### src/rtl/rr_arbiter4_pkg.sv
// Shared definitions for the four-way round-robin arbiter:
// FSM state encoding, requester index constants and a one-hot helper.
package rr_arbiter4_pkg;

    typedef enum logic {
        ST_IDLE  = 1'b0,
        ST_GRANT = 1'b1
    } state_t;

    localparam logic [1:0] IDX_A = 2'd3;
    localparam logic [1:0] IDX_B = 2'd2;
    localparam logic [1:0] IDX_C = 2'd1;
    localparam logic [1:0] IDX_D = 2'd0;

    function automatic logic [3:0] onehot4(input logic [1:0] idx);
        onehot4 = 4'b0001 << idx;
    endfunction

endpackage

### src/rtl/rr_pick4.sv
// Rotating priority encoder: returns the first eligible index after last_idx,
// wrapping 3->0. Purely combinational.
module rr_pick4 (
    input  logic [3:0] eligible,
    input  logic [1:0] last_idx,
    output logic [1:0] pick,
    output logic       any
);

    logic [7:0] doubled;
    logic [2:0] start;
    logic [3:0] rotated;
    logic [1:0] offset;

    // Bit 0 of rotated is the requester immediately after last_idx.
    assign doubled = {eligible, eligible};
    assign start   = {1'b0, last_idx} + 3'd1;
    assign rotated = doubled[start +: 4];

    always_comb begin
        offset = 2'd0;
        any    = 1'b1;
        unique casez (rotated)
            4'b???1: offset = 2'd0;
            4'b??10: offset = 2'd1;
            4'b?100: offset = 2'd2;
            4'b1000: offset = 2'd3;
            default: any    = 1'b0;
        endcase
    end

    assign pick = last_idx + 2'd1 + offset;

endmodule

### src/rtl/rr_arbiter4.sv
// Four-requester round-robin arbiter with registered grant, hold limit and
// forced revoke; a revoked requester stays masked until it drops its request.
module rr_arbiter4
    import rr_arbiter4_pkg::*;
#(
    parameter int MAX_HOLD = 8,
    parameter int CW       = 8
) (
    input  logic       clk,
    input  logic       rst_n,
    input  logic [3:0] req,
    output logic [3:0] grant,
    output logic [1:0] gnt_idx,
    output logic       gnt_valid,
    output logic       timeout,
    output logic       busy
);

    state_t          state, state_nxt;
    logic [1:0]      last_idx, last_nxt;
    logic [CW-1:0]   hold_cnt, cnt_nxt;
    logic [3:0]      block_mask, mask_nxt, mask_set;
    logic [3:0]      grant_nxt;
    logic [1:0]      idx_nxt;
    logic            valid_nxt, timeout_nxt;
    logic [3:0]      eligible;
    logic [1:0]      pick;
    logic            any;

    assign eligible = req & ~block_mask;

    rr_pick4 u_pick (
        .eligible (eligible),
        .last_idx (last_idx),
        .pick     (pick),
        .any      (any)
    );

    always_comb begin
        state_nxt   = state;
        last_nxt    = last_idx;
        cnt_nxt     = hold_cnt;
        grant_nxt   = grant;
        idx_nxt     = gnt_idx;
        valid_nxt   = gnt_valid;
        timeout_nxt = 1'b0;
        mask_set    = 4'b0000;
        case (state)
            ST_IDLE: begin
                if (any) begin
                    state_nxt = ST_GRANT;
                    grant_nxt = onehot4(pick);
                    idx_nxt   = pick;
                    valid_nxt = 1'b1;
                    cnt_nxt   = CW'(1);
                end
            end
            ST_GRANT: begin
                // A release on the limit cycle wins over the revoke.
                if (!req[gnt_idx] || hold_cnt == CW'(MAX_HOLD)) begin
                    state_nxt = ST_IDLE;
                    last_nxt  = gnt_idx;
                    grant_nxt = 4'b0000;
                    idx_nxt   = 2'd0;
                    valid_nxt = 1'b0;
                    cnt_nxt   = '0;
                    if (req[gnt_idx]) begin
                        timeout_nxt = 1'b1;
                        mask_set    = onehot4(gnt_idx);
                    end
                end else if (hold_cnt != '1) begin
                    cnt_nxt = hold_cnt + CW'(1);
                end
            end
            default: state_nxt = ST_IDLE;
        endcase
        mask_nxt = (block_mask & req) | mask_set;
    end

    always_ff @(posedge clk or negedge rst_n) begin
        if (!rst_n) begin
            state      <= ST_IDLE;
            last_idx   <= IDX_A;
            hold_cnt   <= '0;
            block_mask <= 4'b0000;
            grant      <= 4'b0000;
            gnt_idx    <= IDX_D;
            gnt_valid  <= 1'b0;
            timeout    <= 1'b0;
        end else begin
            state      <= state_nxt;
            last_idx   <= last_nxt;
            hold_cnt   <= cnt_nxt;
            block_mask <= mask_nxt;
            grant      <= grant_nxt;
            gnt_idx    <= idx_nxt;
            gnt_valid  <= valid_nxt;
            timeout    <= timeout_nxt;
        end
    end

    assign busy = gnt_valid;

endmodule
### config.mk
export PLATFORM = sky130hd
export DESIGN_NAME = rr_arbiter4
export DESIGN_NICKNAME = d
export VERILOG_FILES = /design/src/rtl/rr_arbiter4_pkg.sv /design/src/rtl/rr_pick4.sv /design/src/rtl/rr_arbiter4.sv
export SDC_FILE = /design/constraint.sdc
export NUM_CORES = 1
export LEC_CHECK = 0
export ABC_AREA = 1
export CORE_MARGIN = 2
export CORE_UTILIZATION = 25
export DETAILED_ROUTE_END_ITERATION = 8
export PLACE_DENSITY = 0.53
export SYNTH_ARGS = -nofsm -noshare
export SYNTH_HDL_FRONTEND = slang
export SYNTH_HIERARCHICAL = 1
export SYNTH_SLANG_ARGS = --single-unit
### constraint.sdc
create_clock -name clk -period 3 [get_ports clk]
set_input_delay 0.45 -clock clk [delete_from_list [all_inputs] [get_ports clk]]
set_output_delay 0.45 -clock clk [all_outputs]
set_load 0.1 [all_outputs]
==> results.json <==
{
  "place_congestion": 0.809,
  "cp-end-kind": "flop",
  "fmax_mhz": 451,
  "ys_async_sr_fraction_pct": 100,
  "die_y_um": 80.5,
  "path_max_fanout": 3,
  "rsz0062_at_grt": "false",
  "area_growth_pct": 15.4,
  "syn-cell-area_sq_mm": 0.00146,
  "cts_hold_buf": 0,
  "finalHoldViolCount": 0,
  "clk_pin_slew_worst_paths_ns": 0.09,
  "cts_tree": "built",
  "cp.arrival_ns": 2.40,
  "coreArea_sq_mm": 0.00557,
  "critical-path-top-delay-family": "simple AND/OR/NAND/NOR gates",
  "max_stage_delay_ns": 0.51,
  "crit_chain": "clkdlybuf4s50_1 -> inv_1 -> nor2_1 -> nand2_1 -> nand3_1 -> nand2_1 -> nand3_1 -> nand2_1 -> nand2_1 -> ha_1 -> xor2_1 -> inv_1 -> nand3_1 -> nand2_1 -> inv_1 -> nand2_1 -> o21ai_0",
  "crit_path_start_kind": "input port",
  "avgSynthCellArea_sq_um": 7.03,
  "layout_commonest_cell": "nand2_1",
  "die-area_sq_mm": 0.00648,
  "dieWidth_um": 80.5,
  "critPathKind": "in -> reg",
  "seqPwrFrac_pct": 30.0,
  "min_path_cells": 2,
  "clk_latency_ns": 0.26,
  "post-route-period-util_pct": 73.8,
  "ctsResizeCount": 0,
  "cts_sinks": 23,
  "dr.pass1.iters": 4,
  "synthDominantCellAreaShare_pct": 35.9,
  "switching_share_pct": 54.7,
  "grt_max_degree": 24,
  "holdWs_ns": 0.491,
  "io_pins": 15,
  "htreeDepth": 1,
  "ys_top_cells_by_area": "dfrtp_1 36%, nand2_1 19%, nand3_1 11%, inv_1 6.9%, dfstp_2 3.6%",
  "setup.reg_to_reg.worst_slack_ns": 0.96,
  "synth_edf_count": 0,
  "yosys.area.top_type": "dfrtp_1",
  "synth_cell_types": 25,
  "synth_nets": 217,
  "cpMaxStageDelayCell": "clkdlybuf4s50_1",
  "cts_buffers": 3,
  "switchingPower_uw": 874,
  "power.total_mw": 1.60,
  "fill_cells": 618,
  "tns_ns": 0,
  "worstHoldEndpoint": "grant[0]$_DFFE_PN0P_",
  "pwr-share-comb_pct": 57.7,
  "critPathBufInv": 4,
  "yosysWarningCount": 6,
  "post_drt_via_cell_ratio": 4.28,
  "num_rows": 27,
  "r2r-start": "last_idx[0]$_DFFE_PN1P_",
  "cp.required_ns": 3.18,
  "worstHoldStart": "grant[0]$_DFFE_PN0P_",
  "multi_input_area_sq_um": 733,
  "fin_area_sq_mm": 0.00169,
  "grt_usage_pct": 10.7,
  "final_cell_mix": "73 x nand2_1, 32 x nand3_1, 27 x inv_1",
  "grt-ovfl-total": 0,
  "status": "finished, final reports clean",
  "seq_area_sq_um": 578,
  "num_antenna_cells": 0,
  "finClkSkew_ns": 0.00316,
  "tightest_slew_ns": 0.343,
  "slew_headroom_pct": 77.1,
  "min_period_ns": 2.22,
  "setup_violations": 0,
  "clk_path_buf_depth": 2,
  "first_global_vias": 1234,
  "routedWlPerCell_um": 10.3,
  "min-delay-path-class": "reg -> reg",
  "cts_setup_buffers": 0,
  "rr_endpoint": "grant[3]$_DFFE_PN0P_",
  "first_iter_violations": 56,
  "ir_drop_uv": 500,
  "cap_violations": 0,
  "synth_flop_cell": "dfrtp_1",
  "route.detailed.drc": 0,
  "drive_gt1_share_pct": 13.0,
  "initial_utilization_pct": 26.2,
  "cts-root-buf": "clkbuf_8",
  "vias": 1263,
  "fin_util_pct": 30.3,
  "cellLeakagePower_nw": 0.909,
  "crit_top_cell": "nand2_1",
  "syn-instance-count": 208,
  "num-nets-final": 233,
  "synth.yosys.seq_area_share_pct": 39.5,
  "ys_seq_elements": 23,
  "clkPwrFrac_pct": 12.3,
  "power_density_mw_per_mm2": 946,
  "hpwlAfterDp_mm": 2.29,
  "p_int_uw": 723,
  "reg2reg_depth": 15,
  "io_buffers": 14,
  "antenna_left": 0,
  "grt_antenna_before_repair": 0,
  "crit_cells": 17,
  "placed_area_sq_mm": 0.00164,
  "wl_mm": 3.04,
  "slew_viol_final": 0,
  "grt_pass1_wl_mm": 5.58
}
-- worst reg2reg max path, delay by kind of cell (launching register included) --
family	cells	cell delay [ns]
DFF	1	0.59
AOI/OAI and AO/OA	1	0.19
adders and majority gates	1	0.18
xor gates and xnor gates	1	0.17
and+or+nand+nor	9	0.65
buffers and inverters	3	0.20
-- cells in the mapped netlist, types with 2 or more instances --
cell,number
nand2_1,73
nand3_1,32
inv_1,27
dfrtp_1,21
nor2_1,14
o21ai_0,7
inv_2,4
ha_1,3
nand2_2,3
a21oi_1,2
buf_6,2
dfstp_2,2
nand2_4,2
nand3b_1,2
nand4_1,2
o21ai_1,2
xor2_1,2
-- metal layers --
layer	track usage [%]	up-vias	share of wire, %	routed length [um]
met4	3.05	0	1.3	40
met1	15.2	567	54	1640
met3	1.35	4	2.2	66
li1	-	678	-	-
met5	0	-	0	0
met2	17.1	14	42	1290
-- registers in the layout, indices dropped and copies added (netlist names) --
register    count
block_mask      4
state           1
hold_cnt        8
gnt_idx         2
busy            1
grant           4
last_idx        2
timeout         1
-- how the worst max path moves through the flow --
| stage | from | end | slack (ns) |
|---|---|---|---|
| after floorplan | gnt_idx[0]$_DFFE_PN0P_ | gnt_idx[1]$_DFFE_PN0P_ | 1.08 |
| after global placement | req[1] | grant[3]$_DFFE_PN0P_ | 0.55 |
| after detailed placement | req[1] | grant[3]$_DFFE_PN0P_ | 0.48 |
| after CTS | req[1] | grant[3]$_DFFE_PN0P_ | 0.76 |
| after global routing | req[1] | grant[3]$_DFFE_PN0P_ | 0.50 |
| final | req[0] | grant[3]$_DFFE_PN0P_ | 0.78 |
-- metrics by stage --
step / worst slack [ns] / cells
floorplan: 1.08 / 208
global placement: 0.552 / 291
detailed placement: 0.476 / 291
CTS: 0.761 / 295
global route: 0.504 / 295
finish: 0.785 / 295
-- logic make-up (layout without fill, tap and decap cells) --
kind of cell / count (synthesis) / in the layout / share of synthesized area (%)
buffers and inverters: 35 / 50 / 10.4
AO/OA/AOI/OAI: 13 / 13 / 5.39
AND/OR/NAND/NOR: 132 / 132 / 41.0
XOR/XNOR: 2 / 2 / 1.20
flip-flops: 23 / 23 / 39.5
adder cells (fa/ha/maj): 3 / 3 / 2.57
-- final cells by class --
class,instances,share of cell area [%]
well taps,72,5.34
multi-input cells,150,43.4
flip-flops and latches,23,34.2
clock buffers,4,2.67
inverters,31,6.89
repair buffers,15,7.41
-- power groups by stage --
stage                     Sequential, mW  Combinational (mW)  Clock (mW)
after floorplan                    0.667               0.572           0
after global placement             0.486               0.934           0
after detailed placement           0.484               0.930           0
after CTS                          0.479               0.932       0.205
after global routing               0.495                1.04       0.217
final                              0.479               0.921       0.197
(Power assumes the default switching activity.)
